### config.mk
export PLATFORM = sky130hd
export DESIGN_NAME = node_ibuffer_flit_recv
export DESIGN_NICKNAME = d
export VERILOG_FILES = /design/src/rtl/node_ibuffer_flit_recv.sv
export SDC_FILE = /design/constraint.sdc
export NUM_CORES = 1
export LEC_CHECK = 0
export BUFFER_PORTS_ARGS = -buffer_cell sky130_fd_sc_hd__buf_2
export CORE_MARGIN = 8
export CORE_UTILIZATION = 53
export CTS_CLUSTER_DIAMETER = 120
export CTS_CLUSTER_SIZE = 10
export DETAILED_ROUTE_END_ITERATION = 16
export PLACE_DENSITY_LB_ADDON = 0.05
export SLEW_MARGIN = 20
export SYNTH_ARGS = -nofsm -noshare
export SYNTH_HDL_FRONTEND = slang
export SYNTH_SLANG_ARGS = --single-unit
### constraint.sdc
create_clock -name clk -period 2.7 [get_ports clk]
set_clock_uncertainty 0.15 [all_clocks]
set_input_delay 0.54 -clock clk [delete_from_list [all_inputs] [get_ports clk]]
set_output_delay 0.54 -clock clk [all_outputs]
set_load 0.005 [all_outputs]
### src/rtl/node_ibuffer_flit_recv.sv
// node_ibuffer_flit_recv: packs a header + 32-bit data flit stream into 128-bit instruction-buffer line writes, then acks the sender
// Ports: clk/rst_n (async active-low reset)
//   recv_valid/recv_flit/recv_ready : incoming NoC flits (header then data words)
//   mem_cen/mem_wen/mem_ready/mem_addr/mem_wdata/mem_strb : line write port
//   send_valid/send_flit/send_ready : acknowledge flit {2'b10, 17'd0, count}
//   busy : not idle, load_done : ack accepted pulse, hdr_err : bad header dropped pulse
module node_ibuffer_flit_recv #(
  parameter int DATA_WIDTH = 128,
  parameter int MEM_AW     = 15,
  parameter int STRB_WIDTH = DATA_WIDTH/8,
  parameter int FLIT_WIDTH = 32
) (
  input  logic                  clk,
  input  logic                  rst_n,
  input  logic                  recv_valid,
  input  logic [FLIT_WIDTH-1:0] recv_flit,
  output logic                  recv_ready,
  output logic                  mem_cen,
  output logic                  mem_wen,
  input  logic                  mem_ready,
  output logic [MEM_AW-1:0]     mem_addr,
  output logic [DATA_WIDTH-1:0] mem_wdata,
  output logic [STRB_WIDTH-1:0] mem_strb,
  output logic                  send_valid,
  output logic [FLIT_WIDTH-1:0] send_flit,
  input  logic                  send_ready,
  output logic                  busy,
  output logic                  load_done,
  output logic                  hdr_err
);
  typedef enum logic [1:0] {IDLE, DATA, WRITE, ACK} state_t;
  state_t                  state_q, state_d;
  logic                    rdy_q, load_done_q, hdr_err_q;
  logic [16:0]             addr_q;
  logic [12:0]             rem_q, cnt_q;
  logic [DATA_WIDTH-1:0]   line_q;
  logic [STRB_WIDTH-1:0]   strb_q;
  logic [MEM_AW-1:0]       line_addr_q;
  logic [1:0]              lane;
  logic                    take, bad;
  assign lane = addr_q[1:0];
  assign take = recv_valid & rdy_q;
  assign bad  = recv_flit[31:30] != 2'b01;
  always_comb
    state_d = state_q == IDLE  ? (take ? (bad ? IDLE : (recv_flit[12:0] == 13'd0 ? ACK : DATA)) : IDLE) :
              state_q == DATA  ? (take && (lane == 2'd3 || rem_q == 13'd1) ? WRITE : DATA) :
              state_q == WRITE ? (mem_ready ? (rem_q == 13'd0 ? ACK : DATA) : WRITE) :
                                 (send_ready ? IDLE : ACK);
  // recv_ready is registered from the next state so it is low during reset and never depends on recv_valid
  always_ff @(posedge clk or negedge rst_n) begin
    if (!rst_n) begin
      state_q     <= IDLE;
      rdy_q       <= 1'b0;
      load_done_q <= 1'b0;
      hdr_err_q   <= 1'b0;
      addr_q      <= '0;
      rem_q       <= '0;
      cnt_q       <= '0;
      line_q      <= '0;
      strb_q      <= '0;
      line_addr_q <= '0;
    end else begin
      state_q     <= state_d;
      rdy_q       <= state_d == IDLE || state_d == DATA;
      load_done_q <= state_q == ACK && send_ready;
      hdr_err_q   <= state_q == IDLE && take && bad;
      if (state_q == IDLE && take && !bad) begin
        addr_q <= recv_flit[29:13];
        rem_q  <= recv_flit[12:0];
        cnt_q  <= '0;
        line_q <= '0;
        strb_q <= '0;
      end
      if (state_q == DATA && take) begin
        line_q[lane*FLIT_WIDTH +: FLIT_WIDTH] <= recv_flit;
        strb_q[lane*(FLIT_WIDTH/8) +: FLIT_WIDTH/8] <= '1;
        line_addr_q <= addr_q[MEM_AW+1:2];
        addr_q      <= addr_q + 17'd1;
        rem_q       <= rem_q - 13'd1;
        cnt_q       <= cnt_q + 13'd1;
      end
      if (state_q == WRITE && mem_ready) begin
        line_q <= '0;
        strb_q <= '0;
      end
    end
  end
  assign recv_ready = rdy_q;
  assign mem_cen    = state_q == WRITE;
  assign mem_wen    = state_q == WRITE;
  assign mem_addr   = line_addr_q;
  assign mem_wdata  = line_q;
  assign mem_strb   = strb_q;
  assign send_valid = state_q == ACK;
  assign send_flit  = state_q == ACK ? {2'b10, 17'd0, cnt_q} : '0;
  assign busy       = state_q != IDLE;
  assign load_done  = load_done_q;
  assign hdr_err    = hdr_err_q;
endmodule

==> flow_metrics.tcl, run 1 <==
set metrics [dict create \
    post-cts-setup-buffers 0 \
    viasPerCell 5.86 \
    rsz0062_at_grt "no" \
    rr_endpoint "state_q[1]" \
    dieArea_um2 21200 \
    grt_pass1_wl_um 42700 \
    dr.pass1.iters 6 \
    cts_sinks 207 \
    ys_ff_latch 207 \
    final_common_cell "buf_2" \
    start_util_pct 54.0 \
    seq_area_um2 5180 \
    synth_area_per_cell_um2 10.1 \
    period_needed_ns 2.42 \
    overflow 0 \
    drt-initial-drc-count 632 \
    end_kind "flip-flop" \
    cts_hold_buffers 1 \
    slew_headroom_pct 51.1 \
    synthesis.area_um2 8920 \
    rows 47 \
    layout.nets 1130 \
    path_buf_inv 0 \
    vias 7636 \
    track_usage_pct 24.5 \
    cts_resized 0 \
    max_freq_ghz 0.413 \
    min_from "send_ready" \
    wl_per_cell_um 20.3 \
    grt_max_degree 77 \
    cp_max_fo 7 \
    cts_tree "built" \
    dp_hpwl_um 18000 \
    p_leak_nw 5.73 \
    n_fill_cell 1390 \
    core_region_area_um2 16500 \
    top_layer_used "met4" \
    max_stage_delay_ns 0.65 \
    synth_warnings 0 \
    clk_pin_slew_ns 0.06 \
    drc_errors 0 \
    holdWs_ns 0.158 \
    ys_seq_area_share_pct 58.1 \
    outcome "completed" \
    wirelength_um 26500 \
    dieHeight_um 146 \
    ys_async_sr_fraction_pct 100 \
    cts_buffer_depth 3 \
    startpoint_type "flip-flop" \
    synth_flop_cell "dfrtp_1" \
    wl_met3_um 2330 \
    area_growth_syn_to_layout_pct 22.8 \
    setup_violations 0 \
    slew_violations 0 \
    hold_depth 3 \
    cp.required_ns 3.01 \
    cts_root_buf "clkbuf_16" \
    io-pin-count 235 \
    hold_viol 0 \
    wl_met2_um 12300 \
    numCtsBuffers 24 \
    fin_crit_sh_pct 89.7 \
    hold_path.class "in -> reg" \
    drive_gt1_share_pct 26.1 \
    final_cell_mix "buf_2, dfrtp_1, nor2_1" \
    n_antenna_cell 0 \
    crit_type "reg -> reg" \
    r2r-start "rem_q[5]" \
    synth.distinct_cells 52 \
    rrSetupSlack_ns 0.28 \
    multi_input_area_um2 3400 \
    fin_setup_tns_ns 0 \
    worst_pin_slew_ns 0.733 \
    grt_pass1_vias 7689 \
    gp_congestion 0.811 \
    whs_endpoint "load_done" \
    path_cells "or4_1 -> or4bb_1 -> o211ai_1 -> and4_1" \
    power_density_nw_per_um2 886 \
    reg2reg_depth 4 \
    cts.htree.levels 1 \
    port_buffers 216 \
    ant_nets 0 \
    cp_slowest_cell "or4_1" \
    critPathArrivalTime_ns 2.73 \
    synth_edf_count 0 \
    clk_latency_ns 0.52 \
    postSynthCellCount 883 \
    fp.dieW_um 146 \
    cp_top_family "simple AND/OR/NAND/NOR gates" \
    antenna_found_initial 0 \
    maxCapViolations 0 \
    met1Wirelength_um 11500 \
    ir_worst_vdd_v 0.000581 \
]
## worst reg2reg max path, delay by kind of cell, from the launching register on
kind            cells  cell delay, ns
compound gates      1            0.31
flops               1            0.43
simple gates        3            1.48
## worst max path at each step
stage / from / endpoint / slack (ns) / cells after the start
6_report: rem_q[5] / state_q[1] / 0.28 / 4
5_1_grt: rem_q[5] / recv_ready / 0.19 / 4
4_1_cts: state_q[1] / busy / 0.29 / 4
3_5_place_dp: rem_q[5] / recv_ready / 0.32 / 4
3_3_place_gp: rem_q[5] / state_q[1] / 0.31 / 4
2_1_floorplan: rem_q[0] / rem_q[7] / 0.47 / 5
## cell type report
type	count	share of cell area [%]
Clock inverter	2	0.194
Inverter	11	0.377
Tap cell	220	2.51
Clock buffer	24	5.48
Timing Repair Buffer	245	13.1
Multi-Input combinational cell	595	31.0
Sequential cell	207	47.3
## per-layer routing
layer / GRT usage, % / up-vias
li1: - / 3534
met1: 32.6 / 3724
met2: 38.8 / 345
met3: 7.40 / 33
met4: 5.10 / 0
met5: 0 / -
## per-stage QoR
step	area (µm²)	total power (W)	util [%]	std cells	worst slack [ns]
4_1_cts	11000	0.00977	66.3	1304	0.286
5_1_grt	11000	0.0103	66.3	1304	0.189
6_report	11000	0.00970	66.3	1304	0.278
2_1_floorplan	8990	0.00576	-	900	0.467
3_3_place_gp	10300	0.00693	62.5	1277	0.314
3_5_place_dp	10300	0.00700	62.5	1277	0.317
## cells by family (layout without fill, tap and decap cells)
family                     after synthesis  count (layout)  share of synthesized area [%]
AOI/OAI and AO/OA                      229             229                           18.4
adders and majority gates                9               9                           1.26
xor gates and xnor gates                 3               3                          0.295
muxes                                    1               1                          0.112
other                                    1              18                         0.0420
buffers and inverters                   98             282                           4.99
and+or+nand+nor                        335             335                           16.8
DFF                                    207             207                           58.1
## synth_stat cells (3+ instances only)
library cell | number | area share (%)
dfrtp_1 | 207 | 58
nor2_1 | 145 | 6.1
a22oi_1 | 132 | 11
nand2_1 | 98 | 4.1
clkbuf_1 | 58 | 2.4
a21oi_1 | 26 | 1.5
buf_4 | 20 | 1.7
nand3_1 | 20 | 1.1
and3_1 | 19 | 1.3
o211ai_1 | 18 | 1.5
o21ai_0 | 15 | 0.84
inv_1 | 11 | 0.46
nand4_1 | 10 | 0.70
ha_1 | 9 | 1.3
o311ai_0 | 9 | 0.88
nor4_1 | 8 | 0.56
buf_1 | 7 | 0.29
and4_1 | 6 | 0.59
nor3_1 | 6 | 0.34
o31ai_1 | 5 | 0.42
or4_1 | 5 | 0.42
and2_1 | 4 | 0.28
nor2b_1 | 4 | 0.28
a211oi_1 | 3 | 0.25
o22ai_1 | 3 | 0.21
## sequential cells by signal, indices dropped and copies added, names as in the netlist
register / cells
state_q: 2
cnt_q: 13
mem_wdata: 128
mem_strb: 16
load_done: 1
addr_q: 17
mem_addr: 15
hdr_err: 1
recv_ready: 1
rem_q: 13
## report_power, final
part	leakage [nW]	switching, W	internal, W
clock	0.307	0.00117	0.00157
sequential	2.80	0.000563	0.00377
combinational	2.62	0.00156	0.00107
(Power assumes the default switching activity.)
==> inputs of run 2 (changes only) <==
- ABC_AREA: unset -> 1
- CORE_UTILIZATION: 53 -> 54
==> flow_metrics.tcl, run 2 <==
set metrics [dict create \
    cts.htree.levels 1 \
    clk_pin_slew_ns 0.06 \
    gp_congestion 0.914 \
    area_growth_syn_to_layout_pct 19.0 \
    path_buf_inv 2 \
    final_cell_mix "nand2_1, nand3_1, buf_2" \
    ant_nets 0 \
    clk_latency_ns 0.51 \
    dieHeight_um 152 \
    cts_tree "built" \
    worst_pin_slew_ns 0.515 \
    end_kind "primary output" \
    vias 9324 \
    n_antenna_cell 0 \
    antenna_found_initial 1 \
    layout.nets 1443 \
    largest_reg_flops 128 \
    min_from "recv_flit[6]" \
    crit_type "reg -> out" \
    grt_max_degree 92 \
    numCtsBuffers 24 \
    cp_top_family "flip-flops" \
    cts_resized 0 \
    cp_slowest_cell "dfrtp_1" \
    synth_warnings 0 \
    port_buffers 216 \
    cts_sinks 207 \
    cts_root_buf "clkbuf_16" \
    slew_violations 0 \
    drive_gt1_share_pct 20.5 \
    synth_flop_cell "dfrtp_1" \
    dpl.cell_count 1599 \
    drt-initial-drc-count 709 \
    max_freq_ghz 0.442 \
    maxCapViolations 0 \
    path_cells "nand2_1 -> inv_1 -> buf_2" \
    fin_cells 1626 \
    viasPerCell 5.73 \
    critPathArrivalTime_ns 1.57 \
    yosysTopAreaCell "dfrtp_1" \
    total_power_w 0.0104 \
    start_util_pct 55.1 \
    hold_path.class "in -> reg" \
    synth_area_leaders "dfrtp_1, nand3_1, nand2_1" \
    period_needed_ns 2.26 \
    postSynthCellCount 1213 \
    post-cts-setup-buffers 0 \
    cts_hold_buffers 1 \
    slew_headroom_pct 65.4 \
    ys_ff_latch 207 \
    synth_edf_count 0 \
    overflow 0 \
    synth_top_area_share_pct 52.2 \
    synthesis.area_um2 9930 \
    fp.dieW_um 152 \
    synth_area_per_cell_um2 8.18 \
    cp.required_ns 2.01 \
    ys_seq_area_share_pct 52.2 \
    wirelength_um 31300 \
    outcome "completed" \
    dp_hpwl_um 21400 \
    netlist_top_cells_count "nand2_1, nand3_1, dfrtp_1" \
    rows 49 \
    grt_pass1_wl_um 48900 \
    drc_errors 0 \
    setup_violations 0 \
    fin_setup_tns_ns 0 \
    p_leak_nw 6.03 \
    max_stage_delay_ns 0.41 \
    core_region_area_um2 18000 \
    synth.distinct_cells 34 \
    hold_viol 0 \
    critPathLaunch "state_q[0]" \
    dieArea_um2 23000 \
    rsz0062_at_grt "no" \
    track_usage_pct 26.7 \
    power_density_nw_per_um2 877 \
    ys_async_sr_fraction_pct 100 \
    wl_per_cell_um 19.3 \
    cp_max_fo 14 \
    fin_crit_sh_pct 83.8 \
    ir_worst_vdd_v 0.000762 \
    grt_pass1_vias 9161 \
    dr.pass1.iters 6 \
    synth.most_common_cell "nand2_1" \
    io-pin-count 235 \
    startpoint_type "flip-flop" \
    final_common_cell "nand2_1" \
    cts_buffer_depth 3 \
    r2r-start "addr_q[0]" \
]
## run 2: cell families (layout without fill, tap and decap cells)
kind of cell	Yosys count	count (layout)	share of synthesized area [%]
other	1	18	0.0378
AO/OA/AOI/OAI	218	218	11.5
AND/OR/NAND/NOR	589	589	26.4
adder cells (fa/ha/maj)	9	9	1.13
flip-flops	207	207	52.2
XOR/XNOR	5	5	0.441
buffers and inverters	184	351	8.30
## run 2: area by class of cell
cell class,instances,area [µm²]
Fill cell,1655,6210
Tap cell,229,287
Inverter,79,299
Multi-Input combinational cell,839,4000
Clock buffer,25,626
Clock inverter,1,5.00
Timing Repair Buffer,246,1420
Sequential cell,207,5180
## run 2: worst min-delay path, cell delays in order
cell and delay, ns:
buf_2 0.11, nand2_1 0.06, a21oi_1 0.05
## run 2: worst paths after layout
path,slack [ns],cells past startpoint,to
max,0.44,3,send_valid
min,0.15,3,mem_wdata[6]
max reg2reg,0.53,7,mem_wdata[92]
min reg2reg,0.32,2,mem_addr[12]
max in group asynchronous,1.43,3,mem_wdata[2]
min in group asynchronous,0.30,2,mem_addr[6]
## run 2: stage by stage
step           hold WS, ns  utilization [%]  setup WS, ns  cell area, µm²
2_1_floorplan       0.0944                -         0.518            9990
3_3_place_gp         0.252             62.0         0.539           11200
3_5_place_dp         0.254             62.0         0.494           11200
4_1_cts              0.132             65.6         0.411           11800
5_1_grt              0.157             65.6         0.353           11800
6_report             0.146             65.6         0.437           11800
## run 2: metal layers
metal  global-route usage (%)  routed length (µm)
met5                        0                  10
met4                     8.53                 794
met3                     6.33                3040
met2                     41.5               14500
met1                     36.4               13000
## run 2: power breakdown
| group | total (W) | internal (W) | switching, W |
|---|---|---|---|
| logic | 0.00331 | 0.00112 | 0.00219 |
| clock network | 0.00281 | 0.00162 | 0.00120 |
| registers | 0.00424 | 0.00375 | 0.000489 |
| total | 0.0104 | 0.00649 | 0.00388 |
==> inputs of run 3 (changes only) <==
- clock period: 2.7 -> 2.2 ns (I/O delays scaled with it)
==> flow_metrics.tcl, run 3 (same netlist as run 2, synthesis figures left out) <==
set metrics [dict create \
    gp_congestion 0.899 \
    drc_errors 0 \
    grt_max_degree 95 \
    r2r-start "addr_q[1]" \
    worst_pin_slew_ns 0.570 \
    setup_violations 0 \
    power_density_nw_per_um2 1060 \
    period_needed_ns 2.07 \
    port_buffers 216 \
    max_freq_ghz 0.483 \
    n_antenna_cell 0 \
    cp.required_ns 1.61 \
    largest_reg_flops 128 \
    hold_path.class "in -> reg" \
    cp_slowest_cell "dfrtp_1" \
    antenna_found_initial 2 \
    cts_buffer_depth 3 \
    multi_input_area_um2 4010 \
    critPathArrivalTime_ns 1.48 \
    hold_depth 3 \
    dieArea_um2 23000 \
    place_area_um2 11300 \
    track_usage_pct 26.7 \
    outcome "completed" \
    seq_area_um2 5180 \
    post-cts-setup-buffers 0 \
    layout.nets 1450 \
    final_common_cell "nand2_1" \
    startpoint_type "flip-flop" \
    slew_headroom_pct 62.0 \
    grt_pass1_wl_um 49000 \
    area_growth_syn_to_layout_pct 20.3 \
    path_cells "nor2_1 -> inv_1 -> buf_2" \
    clk_pin_slew_ns 0.05 \
    end_kind "primary output" \
    cts_tree "built" \
    cts_root_buf "clkbuf_16" \
    rsz0062_at_grt "no" \
    rows 49 \
    min_from "recv_flit[4]" \
    crit_type "reg -> out" \
    dp_hpwl_um 21500 \
    overflow 0 \
    cp_max_fo 4 \
    reg2reg_depth 7 \
    hold_viol 0 \
    start_util_pct 55.1 \
    wl_per_cell_um 19.1 \
    maxCapViolations 0 \
    wirelength_um 31200 \
    pre_cts_slack_ns 0.212 \
    vias 9345 \
    drt-initial-drc-count 854 \
    cp_top_family "flip-flops" \
    clk_latency_ns 0.52 \
    n_fill_cell 1565 \
    fin_crit_sh_pct 94.2 \
    max_stage_delay_ns 0.41 \
    ir_worst_vdd_v 0.000790 \
    p_leak_nw 6.09 \
    slew_violations 0 \
    ant_nets 0 \
    grt_pass1_vias 9097 \
    cts.htree.levels 1 \
    final_cell_mix "nand2_1, nand3_1, buf_2" \
    core_region_area_um2 18000 \
    final_area_um2 11900 \
    cts_sinks 207 \
    drive_gt1_share_pct 20.9 \
    viasPerCell 5.72 \
    dieHeight_um 152 \
    rr_endpoint "mem_wdata[80]" \
    holdWs_ns 0.0442 \
    worst_slack_ns 0.128 \
    numCtsBuffers 24 \
    io-pin-count 235 \
    dr.pass1.iters 6 \
    whs_endpoint "mem_wdata[4]" \
    rrSetupSlack_ns 0.19 \
    fp.dieW_um 152 \
    fin_setup_tns_ns 0 \
    path_buf_inv 2 \
]
[run 3: cell types whose count changed in the layout (fill, tap and decap cells not counted), sizes merged]
cell    change
clkbuf      -1
clkinv      +1
buf         +7
[run 3: worst reg2reg max path: cells and delay by family, from the launching register on]
kind,cells,cell delay [ns]
buf+inv,3,0.47
flops,1,0.41
fa+ha+maj,1,0.39
simple gates,2,0.35
compound gates,1,0.16
[run 3: layout make-up]
class                   count  share of cell area [%]
inverters                  79                    2.50
repair buffers            253                    12.9
well taps                 229                    2.40
flip-flops and latches    207                    43.4
clock inverters             2                   0.178
clock buffers              24                    5.03
multi-input cells         839                    33.6
[run 3: timing repair]
action                                 4_1_cts  5_1_grt
resized for setup                            0        1
hold buffers                                 1        0
endpoints found under the hold margin       54        0
setup endpoints to repair                    0        3
[run 3: power by group]
| group | internal [W] | switching (W) |
|---|---|---|
| clock network | 0.00192 | 0.00147 |
| logic | 0.00142 | 0.00269 |
| registers | 0.00460 | 0.000587 |
| total | 0.00794 | 0.00475 |
[run 3: how the worst max path moves through the flow]
stage                     cells after the start  slack, ns             to  startpoint
after floorplan                               8       0.02  mem_wdata[76]   addr_q[0]
after global placement                        7       0.26  mem_wdata[65]   addr_q[1]
after detailed placement                      9       0.21      rem_q[10]  recv_valid
after CTS                                     3       0.04     send_valid  state_q[0]
after global routing                          3       0.04           busy  state_q[0]
final                                         3       0.13           busy  state_q[0]
[run 3: routing by layer]
metal | up-vias | wire, µm | GRT usage (%)
li1 | 4401 | - | -
met1 | 4482 | 12800 | 36.1
met2 | 397 | 14700 | 42.4
met3 | 61 | 2840 | 5.64
met4 | 4 | 888 | 8.18
met5 | - | 29 | 0
[run 3: stage by stage]
stage	util, %	power, W	instances
detailed placement	62.7	0.00934	1606
CTS	66.2	0.0127	1633
finish	66.2	0.0127	1633
floorplan	-	0.00773	1230
global placement	62.7	0.00928	1606
global route	66.2	0.0134	1633
